[src/rtl/ddr3_req_arbiter.sv]
// ddr3_req_arbiter: shares the DDR3 app command port between queued writes and a read slot.
// Optional read-starvation guard enabled with `define DDR_ARB_FAIRNESS_EN.
module ddr3_req_arbiter #(
  parameter int IN_ADDR_W     = 16,
  parameter int APP_ADDR_W    = 28,
  parameter int WR_FIFO_DEPTH = 4,
  parameter int STARVE_MAX    = 8
) (
  input  logic                  I_clk,
  input  logic                  I_rst_n,
  input  logic                  I_calib_done,
  input  logic                  I_wr_en,
  input  logic [IN_ADDR_W-1:0]  I_wr_addr,
  input  logic [47:0]           I_wr_data,
  input  logic                  I_rd_en,
  input  logic [IN_ADDR_W-1:0]  I_rd_addr,
  input  logic                  I_app_rdy,
  input  logic                  I_app_wdf_rdy,
  output logic                  O_app_en,
  output logic [2:0]            O_app_cmd,
  output logic [APP_ADDR_W-1:0] O_app_addr,
  output logic                  O_app_wdf_wren,
  output logic                  O_app_wdf_end,
  output logic [63:0]           O_app_wdf_data,
  output logic [7:0]            O_app_wdf_mask,
  output logic                  O_wr_ovf,
  output logic                  O_rd_ovf,
  output logic                  O_busy
);

  localparam int PW = $clog2(WR_FIFO_DEPTH);
  localparam int EW = IN_ADDR_W + 48;
  localparam logic [PW:0] FULL_CNT = (PW+1)'(WR_FIFO_DEPTH);

  typedef enum logic [1:0] {S_IDLE, S_WR, S_RD} state_t;

  state_t state_q, state_d;

  logic                 wstg_v_q;
  logic [IN_ADDR_W-1:0] wstg_a_q;
  logic [47:0]          wstg_d_q;
  logic                 rstg_v_q;
  logic [IN_ADDR_W-1:0] rstg_a_q;

  logic [EW-1:0]        mem_q [WR_FIFO_DEPTH];
  logic [PW-1:0]        wptr_q, rptr_q;
  logic [PW:0]          cnt_q;

  logic                 slot_v_q;
  logic [IN_ADDR_W-1:0] slot_a_q;
  logic                 wr_ovf_q, rd_ovf_q, busy_q;

  logic                  en_q, en_d;
  logic [2:0]            cmd_q, cmd_d;
  logic [APP_ADDR_W-1:0] addr_q, addr_d;
  logic                  wren_q, wren_d;
  logic [63:0]           data_q, data_d;
  logic [7:0]            mask_q, mask_d;

  logic [IN_ADDR_W-1:0] head_addr;
  logic [47:0]          head_data;
  logic full, wr_acc, rd_acc, push, pop, fill;
  logic grant_wr, grant_rd, starve;

  assign {head_addr, head_data} = mem_q[rptr_q];
  assign full   = (cnt_q == FULL_CNT);
  assign wr_acc = (state_q == S_WR) & I_app_rdy & I_app_wdf_rdy;
  assign rd_acc = (state_q == S_RD) & I_app_rdy;
  assign pop    = wr_acc;
  assign push   = wstg_v_q & (~full | wr_acc);
  assign fill   = rstg_v_q & (~slot_v_q | rd_acc);

`ifdef DDR_ARB_FAIRNESS_EN
  localparam int SW = $clog2(STARVE_MAX + 1);
  logic [SW-1:0] starve_q;

  assign starve = (starve_q >= SW'(STARVE_MAX));

  always_ff @(posedge I_clk or negedge I_rst_n) begin
    if (!I_rst_n) begin
      starve_q <= '0;
    end else if (grant_rd || !slot_v_q) begin
      starve_q <= '0;
    end else if (grant_wr && !starve) begin
      starve_q <= starve_q + 1'b1;
    end
  end
`else
  assign starve = 1'b0;
`endif

  always_ff @(posedge I_clk or negedge I_rst_n) begin
    if (!I_rst_n) begin
      state_q <= S_IDLE;
    end else begin
      state_q <= state_d;
    end
  end

  always_comb begin
    state_d  = state_q;
    grant_wr = 1'b0;
    grant_rd = 1'b0;
    unique case (state_q)
      S_IDLE: begin
        if (I_calib_done) begin
          if (starve && slot_v_q) begin
            grant_rd = 1'b1;
          end else if (cnt_q != '0) begin
            grant_wr = 1'b1;
          end else if (slot_v_q) begin
            grant_rd = 1'b1;
          end
        end
        if (grant_wr) state_d = S_WR;
        if (grant_rd) state_d = S_RD;
      end
      S_WR:    if (wr_acc) state_d = S_IDLE;
      S_RD:    if (rd_acc) state_d = S_IDLE;
      default: state_d = S_IDLE;
    endcase
  end

  // Outputs follow the next state so the bus drops on the accepting edge.
  always_comb begin
    en_d   = 1'b0;
    cmd_d  = 3'b000;
    addr_d = '0;
    wren_d = 1'b0;
    data_d = '0;
    mask_d = 8'h00;
    unique case (state_d)
      S_WR: begin
        en_d   = 1'b1;
        addr_d = APP_ADDR_W'(head_addr) << 3;
        wren_d = 1'b1;
        data_d = {16'h0000, head_data};
        mask_d = 8'hC0;
      end
      S_RD: begin
        en_d   = 1'b1;
        cmd_d  = 3'b001;
        addr_d = APP_ADDR_W'(slot_a_q) << 3;
      end
      default: ;
    endcase
  end

  always_ff @(posedge I_clk or negedge I_rst_n) begin
    if (!I_rst_n) begin
      wstg_v_q <= 1'b0;
      wstg_a_q <= '0;
      wstg_d_q <= '0;
      rstg_v_q <= 1'b0;
      rstg_a_q <= '0;
      wptr_q   <= '0;
      rptr_q   <= '0;
      cnt_q    <= '0;
      slot_v_q <= 1'b0;
      slot_a_q <= '0;
      wr_ovf_q <= 1'b0;
      rd_ovf_q <= 1'b0;
      busy_q   <= 1'b0;
      for (int i = 0; i < WR_FIFO_DEPTH; i++) mem_q[i] <= '0;
    end else begin
      wstg_v_q <= I_wr_en;
      wstg_a_q <= I_wr_addr;
      wstg_d_q <= I_wr_data;
      rstg_v_q <= I_rd_en;
      rstg_a_q <= I_rd_addr;
      if (push) begin
        mem_q[wptr_q] <= {wstg_a_q, wstg_d_q};
        wptr_q        <= wptr_q + 1'b1;
      end
      if (pop) rptr_q <= rptr_q + 1'b1;
      if (push && !pop) begin
        cnt_q <= cnt_q + 1'b1;
      end else if (pop && !push) begin
        cnt_q <= cnt_q - 1'b1;
      end
      if (wstg_v_q && !push) wr_ovf_q <= 1'b1;
      if (fill) begin
        slot_v_q <= 1'b1;
        slot_a_q <= rstg_a_q;
      end else if (rd_acc) begin
        slot_v_q <= 1'b0;
      end
      if (rstg_v_q && !fill) rd_ovf_q <= 1'b1;
      busy_q <= (cnt_q != '0) | slot_v_q | (state_q != S_IDLE)
              | wstg_v_q | rstg_v_q;
    end
  end

  always_ff @(posedge I_clk or negedge I_rst_n) begin
    if (!I_rst_n) begin
      en_q   <= 1'b0;
      cmd_q  <= 3'b000;
      addr_q <= '0;
      wren_q <= 1'b0;
      data_q <= '0;
      mask_q <= 8'h00;
    end else begin
      en_q   <= en_d;
      cmd_q  <= cmd_d;
      addr_q <= addr_d;
      wren_q <= wren_d;
      data_q <= data_d;
      mask_q <= mask_d;
    end
  end

  assign O_app_en       = en_q;
  assign O_app_cmd      = cmd_q;
  assign O_app_addr     = addr_q;
  assign O_app_wdf_wren = wren_q;
  assign O_app_wdf_end  = wren_q;
  assign O_app_wdf_data = data_q;
  assign O_app_wdf_mask = mask_q;
  assign O_wr_ovf       = wr_ovf_q;
  assign O_rd_ovf       = rd_ovf_q;
  assign O_busy         = busy_q;

endmodule
[config.mk]
export PLATFORM = sky130hd
export DESIGN_NAME = ddr3_req_arbiter
export DESIGN_NICKNAME = d
export VERILOG_FILES = /design/src/rtl/ddr3_req_arbiter.sv
export SDC_FILE = /design/constraint.sdc
export NUM_CORES = 1
export LEC_CHECK = 0
export ABC_CLOCK_PERIOD_IN_PS = 8400
export BUFFER_PORTS_ARGS = -buffer_cell sky130_fd_sc_hd__buf_2
export CORE_MARGIN = 8
export CORE_UTILIZATION = 38
export CTS_CLUSTER_SIZE = 30
export DETAILED_ROUTE_END_ITERATION = 7
export PLACE_DENSITY_LB_ADDON = 0.1
export SETUP_SLACK_MARGIN = 0.05
export SLEW_MARGIN = 20
export SYNTH_ARGS = -nofsm -noshare
export SYNTH_HDL_FRONTEND = slang
export SYNTH_SLANG_ARGS = --single-unit
[constraint.sdc]
create_clock -name I_clk -period 8.4 [get_ports I_clk]
set_input_delay 0.84 -clock I_clk [delete_from_list [all_inputs] [get_ports I_clk]]
set_output_delay 0.84 -clock I_clk [all_outputs]
set_load 0.005 [all_outputs]
==> flow_summary.toml, run 1 <==
[run_status]
status = "complete, no violations"

[setup_path]
critPathKind = "flip-flop to flip-flop"
cp_top_family = "simple AND/OR/NAND/NOR gates"
cp-end-kind = "flip-flop"
arrival_ps = 3970
crit_buf_inv = 1
slowest_delay_ps = 720
path_cells = "nor3_1 -> or3b_2 -> a21oi_1 -> ha_2 -> buf_4 -> nand3b_1 -> o22ai_1 -> a21o_1"
rrSetupSlack_ps = 4930
endpoint = "O_app_addr[18]$_DFF_PN0_"
slowest_stage = "nand3b_1"
crit_required_ps = 8900
start_kind = "flip-flop"
reg2reg_to = "O_app_addr[18]$_DFF_PN0_"
cp.depth = 8
reg2regPathDepth = 8
crit_start = "cnt_q[2]$_DFFE_PN0P_"
crit_path_max_fanout = 51
r2r_start = "cnt_q[2]$_DFFE_PN0P_"

[floorplanning]
core_area_mm2 = 0.0441
fp.dieH_um = 227
std_cell_rows = 77
start_util_pct = 38.5
dieArea_mm2 = 0.0517
io_pins = 196
fp.dieW_um = 227

[global_route]
gr-total-overflow = 0
antenna_found_initial = 2
grt_pass1_wl_um = 56500
grt_pass1_vias = 9743
grt_use_total_pct = 14.1
grt_max_degree = 165

[clocking]
clk_path_buf_depth = 3
clk_pin_slew_ps = 60
cts.sinks = 434
cts-root-buf = "clkbuf_16"
clock_latency_ps = 580
cts_buffers = 47
htree_levels = 2
holdBufCountCts = 0
postCtsResizedCells = 0
cts_tree = "built"
postCtsSetupRepairBufs = 0

[timing]
min_period_ps = 3470
slew_headroom_pct = 36.6
rsz0062_at_grt = "false"
max_freq_mhz = 288
slew_violations = 0
skew_ps = 20.2
fin_setup_tns_ps = 0
setup_violations = 0
tightestPinTransition_ps = 952
finalCritPeriodShare_pct = 41.3
hold_viol_final = 0

[placement]
placedInstanceArea_mm2 = 0.0182
io_buffer_count = 159
hpwl_um = 20400
gp_congestion = 0.697

[finish]
diodes = 0
stdcell_area_mm2 = 0.0198
drive_gt1_share_pct = 45.6
syn_to_final_growth_pct = 16.3
fin_nets = 1276

[yosys]
synth_cell_type_count = 35
syn_avg_cell_area_um2 = 16.8
synthTopCellsByCount = "dfrtp_1 (434), mux2_2 (251), and2_1 (48), mux4_2 (48), buf_4 (47)"
synthMostInstantiatedCell = "dfrtp_1"
synthTopCellsByArea = "dfrtp_1 (64%), mux2_2 (17%), mux4_2 (6.4%)"
synth_top_area_share_pct = 63.9
netlist_area_mm2 = 0.0170
ys_async_sr_fraction_pct = 100
synth-main-ff-cell = "dfrtp_1"
synth_sequential_area_ratio_pct = 63.9
synth_cells = 1014
ys_ff_latch = 434
synth_edf_count = 0
yosys_warnings = 0
synth.largest_area_cell = "dfrtp_1"

[routing]
drc = 0
avgRoutedWirePerCell_um = 19.5
routed_wl_um = 35300
ant_nets = 0
vias = 8600
via_per_inst = 4.76
drt_iter0_markers = 379
dr.pass1.iters = 4

[power]
p_leak_nw = 8.92
ir_drop_v = 0.000172
powerDensity_mw_per_mm2 = 394

[hold_path]
hold_class = "input port to async pin"

[run]
cap_violations = 0
[per-layer routing]
layer	vias up	global-route usage (%)	part of all wire, %	wire [µm]
met1	4520	18.8	45	15800
met2	158	22.7	48	16800
li1	3862	-	-	-
met4	2	3.62	2.1	750
met3	58	3.61	5.4	1910
met5	-	0	0.037	13
[cells in the final DEF, fill, tap and decap left out, types with 6 or more instances in the layout]
cell type | synthesis | final
a21o_1 | 19 | 19
and2_1 | 48 | 48
buf_2 | 11 | 158
buf_4 | 47 | 13
bufinv_16 | 0 | 7
clkbuf_1 | 14 | 14
clkbuf_16 | 0 | 47
clkbuf_8 | 0 | 9
conb_1 | 1 | 36
dfrtp_1 | 434 | 432
ha_1 | 7 | 6
inv_1 | 6 | 6
mux2_1 | 23 | 23
mux2_2 | 251 | 251
mux2i_1 | 32 | 32
mux4_2 | 48 | 48
nand2_1 | 6 | 6
o22ai_1 | 16 | 16
[sequential cells by signal, indices dropped and copies added, names as in the netlist]
signal and flops:
wptr_q 2, O_app_addr 16, slot_v_q 1, rptr_q 2, state_q 2, wstg_a_q 16
O_app_wdf_mask 1, O_app_en 1, wstg_d_q 48, rstg_a_q 16, O_app_cmd 1, O_app_wdf_data 48
O_wr_ovf 1, wstg_v_q 1, rstg_v_q 1, O_busy 1, slot_a_q 16, O_rd_ovf 1
mem_q 256, cnt_q 3
[area by class of cell]
| class | count | area [µm²] |
|---|---|---|
| fill | 4037 | 24400 |
| sequential | 434 | 10900 |
| multi-input combinational | 518 | 5580 |
| clock buffer | 70 | 1350 |
| timing repair buffer | 174 | 943 |
| tap | 592 | 741 |
| clock inverter | 14 | 256 |
| inverter | 6 | 22.5 |
[cell families (layout without fill, tap and decap cells)]
kind of cell	count (synthesis)	in the layout	share of synthesized area, %
AOI/OAI and AO/OA	45	45	2.20
xor gates and xnor gates	6	6	0.309
adders and majority gates	8	8	0.633
buffers and inverters	97	264	4.01
DFF	434	434	63.9
muxes	354	354	26.4
other	1	36	0.0221
and+or+nand+nor	69	69	2.46
[how the worst min path moves through the flow]
stage | from | to | cells after the start
2_1_floorplan | slot_a_q[7]$_DFFE_PN0P_ | O_app_addr[10]$_DFF_PN0_ | 1
3_3_place_gp | O_rd_ovf$_DFFE_PN0P_ | O_rd_ovf$_DFFE_PN0P_ | 1
3_5_place_dp | O_wr_ovf$_DFFE_PN0P_ | O_wr_ovf$_DFFE_PN0P_ | 1
4_1_cts | I_wr_data[37] | wstg_d_q[37]$_DFF_PN0_ | 1
5_1_grt | I_rd_addr[14] | rstg_a_q[14]$_DFF_PN0_ | 1
6_report | I_rst_n | wstg_d_q[31]$_DFF_PN0_ | 1
[per-stage QoR]
step	total power [mW]	cells	hold slack, ps	utilization [%]	setup WS [ps]
after floorplan	5.12	1049	446	-	5560
final	7.79	1808	341	44.8	4930
after global routing	8.30	1808	333	44.8	4660
after global placement	5.71	1724	451	41.1	4780
after CTS	7.95	1808	314	44.8	4820
after detailed placement	5.76	1724	451	41.1	4700
[report_power, final]
group	switching [mW]	internal, mW
Clock	0.816	1.33
Combinational	0.905	1.36
Sequential	0.453	2.93
(Power assumes the default switching activity.)
==> inputs of run 2 (changes only) <==
Settings changed: ABC_AREA set to 1, ABC_CLOCK_PERIOD_IN_PS 8400 to 2800.
Clock period 8.4 ns to 2.8 ns, I/O delays scaled along.
==> flow_summary.toml, run 2 <==
[floorplanning]
core_area_mm2 = 0.0486
std_cell_rows = 81
fp.dieW_um = 237
fp.dieH_um = 237
start_util_pct = 38.3
io_pins = 196
dieArea_mm2 = 0.0563

[clocking]
clk_path_buf_depth = 3
cts.sinks = 434
clk_pin_slew_ps = 60
postCtsSetupRepairBufs = 0
cts_tree = "built"
cts-root-buf = "clkbuf_16"
clock_latency_ps = 600
cts_buffers = 51
htree_levels = 2

[finish]
fillCellCount = 4775
instances_no_fill = 2915
largest_reg_flops = 256
seq_area_mm2 = 0.0109
final_common_cell = "nand2_1"
layout_common_cells = "nand2_1 (669), dfrtp_1 (431), nand4_1 (257), nor2_1 (196), buf_2 (158)"
multiInputGateArea_mm2 = 0.00642
fin_nets = 2346
syn_to_final_growth_pct = 19.5
drive_gt1_share_pct = 13.4
regMostFlops = "mem_q"

[routing]
dr.pass1.iters = 5
routed_wl_um = 55000
avgRoutedWirePerCell_um = 18.9
vias = 14900
drt_iter0_markers = 943
via_per_inst = 5.12
ant_nets = 0
drc = 0

[setup_path]
slowest_delay_ps = 460
arrival_ps = 2720
slowest_stage = "buf_4"
reg2reg_to = "mem_q[203]$_DFFE_PN0P_"
crit_path_max_fanout = 45
cp_top_family = "buffers and inverters"
critPathKind = "flip-flop to flip-flop"
path_cells = "inv_2 -> nand4_4 -> nand2_8 -> buf_4 -> nand3_4 -> buf_4 -> nand2_1 -> nand2_1"
crit_required_ps = 3270
r2r_start = "state_q[1]$_DFF_PN0_"
rrSetupSlack_ps = 550
start_kind = "flip-flop"
reg2regPathDepth = 8
cp-end-kind = "flip-flop"
crit_start = "state_q[1]$_DFF_PN0_"
crit_buf_inv = 3

[yosys]
netlist_area_mm2 = 0.0186
synth_mux_area_share_pct = 0.0605
ys_ff_latch = 434
synth_top_family_by_area = "simple AND/OR/NAND/NOR gates"
synthSimpleGateAreaFrac_pct = 28.2
synthMostInstantiatedCell = "nand2_1"
yosys_warnings = 0
synth.largest_area_cell = "dfrtp_1"
synth_top_area_share_pct = 58.4
synthTopCellsByArea = "dfrtp_1 (58%), nand2_1 (13%), nand4_1 (8.6%)"
ys_async_sr_fraction_pct = 100
synth-xor-area-share_pct = 0.141
synthAdderAreaFrac_pct = 0.578
synth-main-ff-cell = "dfrtp_1"
synth_cell_type_count = 28
synth_cells = 2079
syn_avg_cell_area_um2 = 8.95
synth_compound_area_share_pct = 4.50
synthTopCellsByCount = "nand2_1 (669), dfrtp_1 (434), nand4_1 (257), nor2_1 (196), o21ai_0 (98)"
synth_edf_count = 0
synth_sequential_area_ratio_pct = 58.4

[placement]
io_buffer_count = 159
place_inst = 2737
gp_congestion = 0.741
hpwl_um = 30100

[power]
power_frac_clock_pct = 26.0
intPower_mw = 15.5
ir_drop_v = 0.000839
combPwrFrac_pct = 35.7
p_switching_mw = 10.0
swShare_pct = 39.2
powerDensity_mw_per_mm2 = 1150
power.total_mw = 25.5
p_leak_nw = 11.3
seqPwrFrac_pct = 38.3

[hold_path]
hold_start = "I_app_rdy"
min_path_cells = 2
worstHoldEndpoint = "state_q[1]$_DFF_PN0_"
hold_class = "input port to flip-flop"

[timing]
tightestPinTransition_ps = 1060
slew_violations = 0
min_period_ps = 2250
rsz0062_at_grt = "false"
setup_violations = 0
hold_viol_final = 0
skew_ps = 25.1
max_freq_mhz = 444
slew_headroom_pct = 29.6
finalCritPeriodShare_pct = 80.5
fin_setup_tns_ps = 0

[run_status]
status = "complete, no violations"

[global_route]
gr-total-overflow = 0
grt_pass1_vias = 15200
antenna_found_initial = 1
grt_pass1_wl_um = 88300
grt_use_total_pct = 19.5
grt_max_degree = 131

[run]
cap_violations = 0
[run 2: changes by cell type after synthesis, sizes merged, moves of 54 or more]
cell,delta
inv,+74
nand4,+258
nand3,+54
nand2,+665
nor2,+192
o21ai,+99
mux2,-273
a21oi,+63
buf,+78
[run 2: cells by family (layout without fill, tap and decap cells)]
group / after synthesis / count (layout)
AO/OA/AOI/OAI: 166 / 166
XOR/XNOR: 3 / 3
adder cells (fa/ha/maj): 8 / 8
buffers and inverters: 284 / 462
flip-flops: 434 / 434
multiplexers: 1 / 1
other: 1 / 37
AND/OR/NAND/NOR: 1182 / 1182
[run 2: worst max-delay path by stage]
stage               slack (ps)                      to  cells after the start
floorplan                  600    cnt_q[1]$_DFFE_PN0P_                      9
global placement           600  mem_q[214]$_DFFE_PN0P_                      8
detailed placement         510  mem_q[220]$_DFFE_PN0P_                      8
CTS                        510  mem_q[203]$_DFFE_PN0P_                      8
global route               350  mem_q[203]$_DFFE_PN0P_                      8
finish                     550  mem_q[203]$_DFFE_PN0P_                      8
[run 2: layout make-up]
class | count | area share (%)
Sequential cell | 434 | 48.9
Multi-Input combinational cell | 1396 | 28.9
Timing Repair Buffer | 288 | 9.76
Clock buffer | 77 | 6.72
Tap cell | 622 | 3.50
Inverter | 80 | 1.36
Clock inverter | 17 | 0.906
Antenna cell | 1 | 0.0113
[run 2: metal layers]
layer	wire (µm)	part of all wire [%]	up-vias	global-route usage (%)
met5	0	0	-	0
met3	2570	4.7	79	3.16
met4	1070	1.9	0	5.41
met2	26500	48	351	32.3
met1	24900	45	7412	26.3
li1	-	-	7092	-
[run 2: metrics by stage]
stage	area (µm²)	util [%]	setup WS [ps]	hold WS (ps)
floorplan	18700	-	605	-15.6
global placement	19700	40.5	597	282
detailed placement	19700	40.5	512	278
CTS	22200	45.7	506	40.5
global route	22200	45.7	347	94.9
finish	22200	45.7	547	59.5
[run 2: power groups by stage]
| stage | Sequential, mW | Clock [mW] | Combinational, mW |
|---|---|---|---|
| after detailed placement | 9.86 | 0 | 9.14 |
| after global placement | 9.83 | 0 | 9.01 |
| after floorplan | 9.55 | 0 | 6.33 |
| after CTS | 9.78 | 6.83 | 9.25 |
| final | 9.78 | 6.64 | 9.11 |
| after global routing | 10.1 | 7.09 | 10.3 |
[run 2: repair_timing]
action / in CTS / in global routing
hold buffers: 83 / 0
endpoints found under the hold margin: 128 / 0
gates resized for setup: 0 / 0
==> inputs of run 3 (changes only) <==
Settings changed: ABC_AREA 1 to 0, ABC_CLOCK_PERIOD_IN_PS 2800 to 2360.
Clock period 2.8 ns to 2.36 ns, I/O delays scaled along.
==> flow_summary.toml, run 3 (synthesized netlist as in run 1, its figures left out) <==
[run_status]
status = "complete, no violations"

[clocking]
cts.sinks = 434
htree_levels = 2
cts_tree = "built"
clock_latency_ps = 560
cts_buffers = 48
clk_path_buf_depth = 3
cts-root-buf = "clkbuf_16"
clk_pin_slew_ps = 60

[placement]
gp_congestion = 0.716
place_ws_ps = 101
io_buffer_count = 159
hpwl_um = 21500
place_inst = 1749
placedInstanceArea_mm2 = 0.0186

[setup_path]
slowest_stage = "or3b_2"
cp_top_family = "simple AND/OR/NAND/NOR gates"
crit_buf_inv = 1
critPathKind = "flip-flop to flip-flop"
slowest_delay_ps = 470
crit_path_max_fanout = 16
arrival_ps = 2740
rrSetupSlack_ps = 130
cp-end-kind = "flip-flop"
start_kind = "flip-flop"
path_cells = "nor3_4 -> nand4b_1 -> a21oi_2 -> ha_4 -> or3b_2 -> buf_12 -> o22ai_1 -> a21o_1"
crit_required_ps = 2870

[finish]
instances_no_fill = 1918
fillCellCount = 3892
utilization_pct = 47.7
fin_nets = 1389
regMostFlops = "mem_q"
final_common_cell = "dfrtp_1"
largest_reg_flops = 256
stdcell_area_mm2 = 0.0210
syn_to_final_growth_pct = 23.8
drive_gt1_share_pct = 43.8
layout_common_cells = "dfrtp_1 (432), mux2_2 (251), buf_2 (158), dlygate4sd3_1 (87), clkbuf_16 (49)"
diodes = 0

[global_route]
grt_max_degree = 65
gr-total-overflow = 0
grt_pass1_vias = 10300
antenna_found_initial = 0
grt_pass1_wl_um = 59000
grt_use_total_pct = 14.5

[routing]
ant_nets = 0
dr.pass1.iters = 4
routed_wl_um = 36200
via_per_inst = 4.72
drc = 0
vias = 9051
drt_iter0_markers = 374
avgRoutedWirePerCell_um = 18.8

[timing]
hold_viol_final = 0
max_freq_mhz = 448
fin_setup_tns_ps = 0
rsz0062_at_grt = "true"
finalCritPeriodShare_pct = 94.6
setup_ws_ps = 128
setup_violations = 0
slew_headroom_pct = 61.8
tightestPinTransition_ps = 573
skew_ps = 19.8
slew_violations = 0
whs_ps = 110
min_period_ps = 2230

[floorplanning]
io_pins = 196
dieArea_mm2 = 0.0517
core_area_mm2 = 0.0441
fp.dieW_um = 227
fp.dieH_um = 227
std_cell_rows = 77
start_util_pct = 38.5

[power]
power_frac_clock_pct = 26.3
seqPwrFrac_pct = 42.3
powerDensity_mw_per_mm2 = 1340
swShare_pct = 27.7
combPwrFrac_pct = 31.4
power.total_mw = 28.1
intPower_mw = 20.3
p_leak_nw = 9.45
p_switching_mw = 7.80
ir_drop_v = 0.000638

[run]
cap_violations = 0

[hold_path]
hold_class = "input port to flip-flop"
==> run 3: cell count changes in the layout (fill, tap and decap cells not counted), sizes merged, moves of 16 or more <==
cell and delta:
and2 +48, o22ai +16, a21o +19, nand2 -665, mux4 +48, mux2i +32
nand4 -258, nand3 -54, nor2 -192, mux2 +273, o21ai -99, inv -76
a21oi -63
==> run 3: worst reg2reg max path: stages (launching register included) <==
cell	delay (ps)
dfrtp_1	400
nor3_4	240
nand4b_1	170
a21oi_2	240
ha_4	230
or3b_2	470
buf_12	180
o22ai_1	150
a21o_1	100
==> run 3: power groups by stage <==
| stage | registers [mW] | logic [mW] | clock network, mW |
|---|---|---|---|
| final | 11.9 | 8.84 | 7.38 |
| after global routing | 12.3 | 9.72 | 7.96 |
| after CTS | 11.9 | 9.06 | 7.69 |
| after detailed placement | 12.0 | 8.92 | 0 |
| after global placement | 12.0 | 8.78 | 0 |
| after floorplan | 11.5 | 6.79 | 0 |
==> run 3: final timing paths <==
check,depth (start not counted),to,from
worst max-delay path,8,O_app_addr[4]$_DFF_PN0_,cnt_q[1]$_DFFE_PN0P_
worst min-delay path,3,slot_v_q$_DFFE_PN0P_,I_app_rdy
worst max register to register,8,O_app_addr[4]$_DFF_PN0_,cnt_q[1]$_DFFE_PN0P_
worst min register to register,1,slot_a_q[2]$_DFFE_PN0P_,rstg_a_q[2]$_DFF_PN0_
max in group asynchronous,3,wstg_d_q[47]$_DFF_PN0_,I_rst_n
min in group asynchronous,2,wstg_d_q[45]$_DFF_PN0_,I_rst_n
==> run 3: final cells by class <==
class / instances / area, µm² / share of cell area (%)
clock inverter: 7 / 135 / 0.642
sequential: 434 / 10900 / 51.7
tap: 592 / 741 / 3.52
inverter: 6 / 22.5 / 0.107
multi-input combinational: 518 / 5620 / 26.7
clock buffer: 75 / 1420 / 6.77
timing repair buffer: 286 / 2230 / 10.6
==> run 3: layer usage <==
| metal | global-route usage, % | share of wire (%) | up-vias | routed length (µm) |
|---|---|---|---|---|
| met1 | 19.3 | 44 | 4756 | 16100 |
| li1 | - | - | 4089 | - |
| met3 | 2.50 | 3.7 | 58 | 1340 |
| met5 | 0 | 0 | - | 0 |
| met2 | 24.1 | 50 | 148 | 17900 |
| met4 | 4.76 | 2.3 | 0 | 831 |
==> run 3: repair_timing <==
item / in CTS / in global routing
hold buffers: 87 / 0
hold endpoints to repair: 135 / 0
resized for setup: 0 / 2
setup buffers: 0 / 0
setup endpoints to repair: 0 / 16
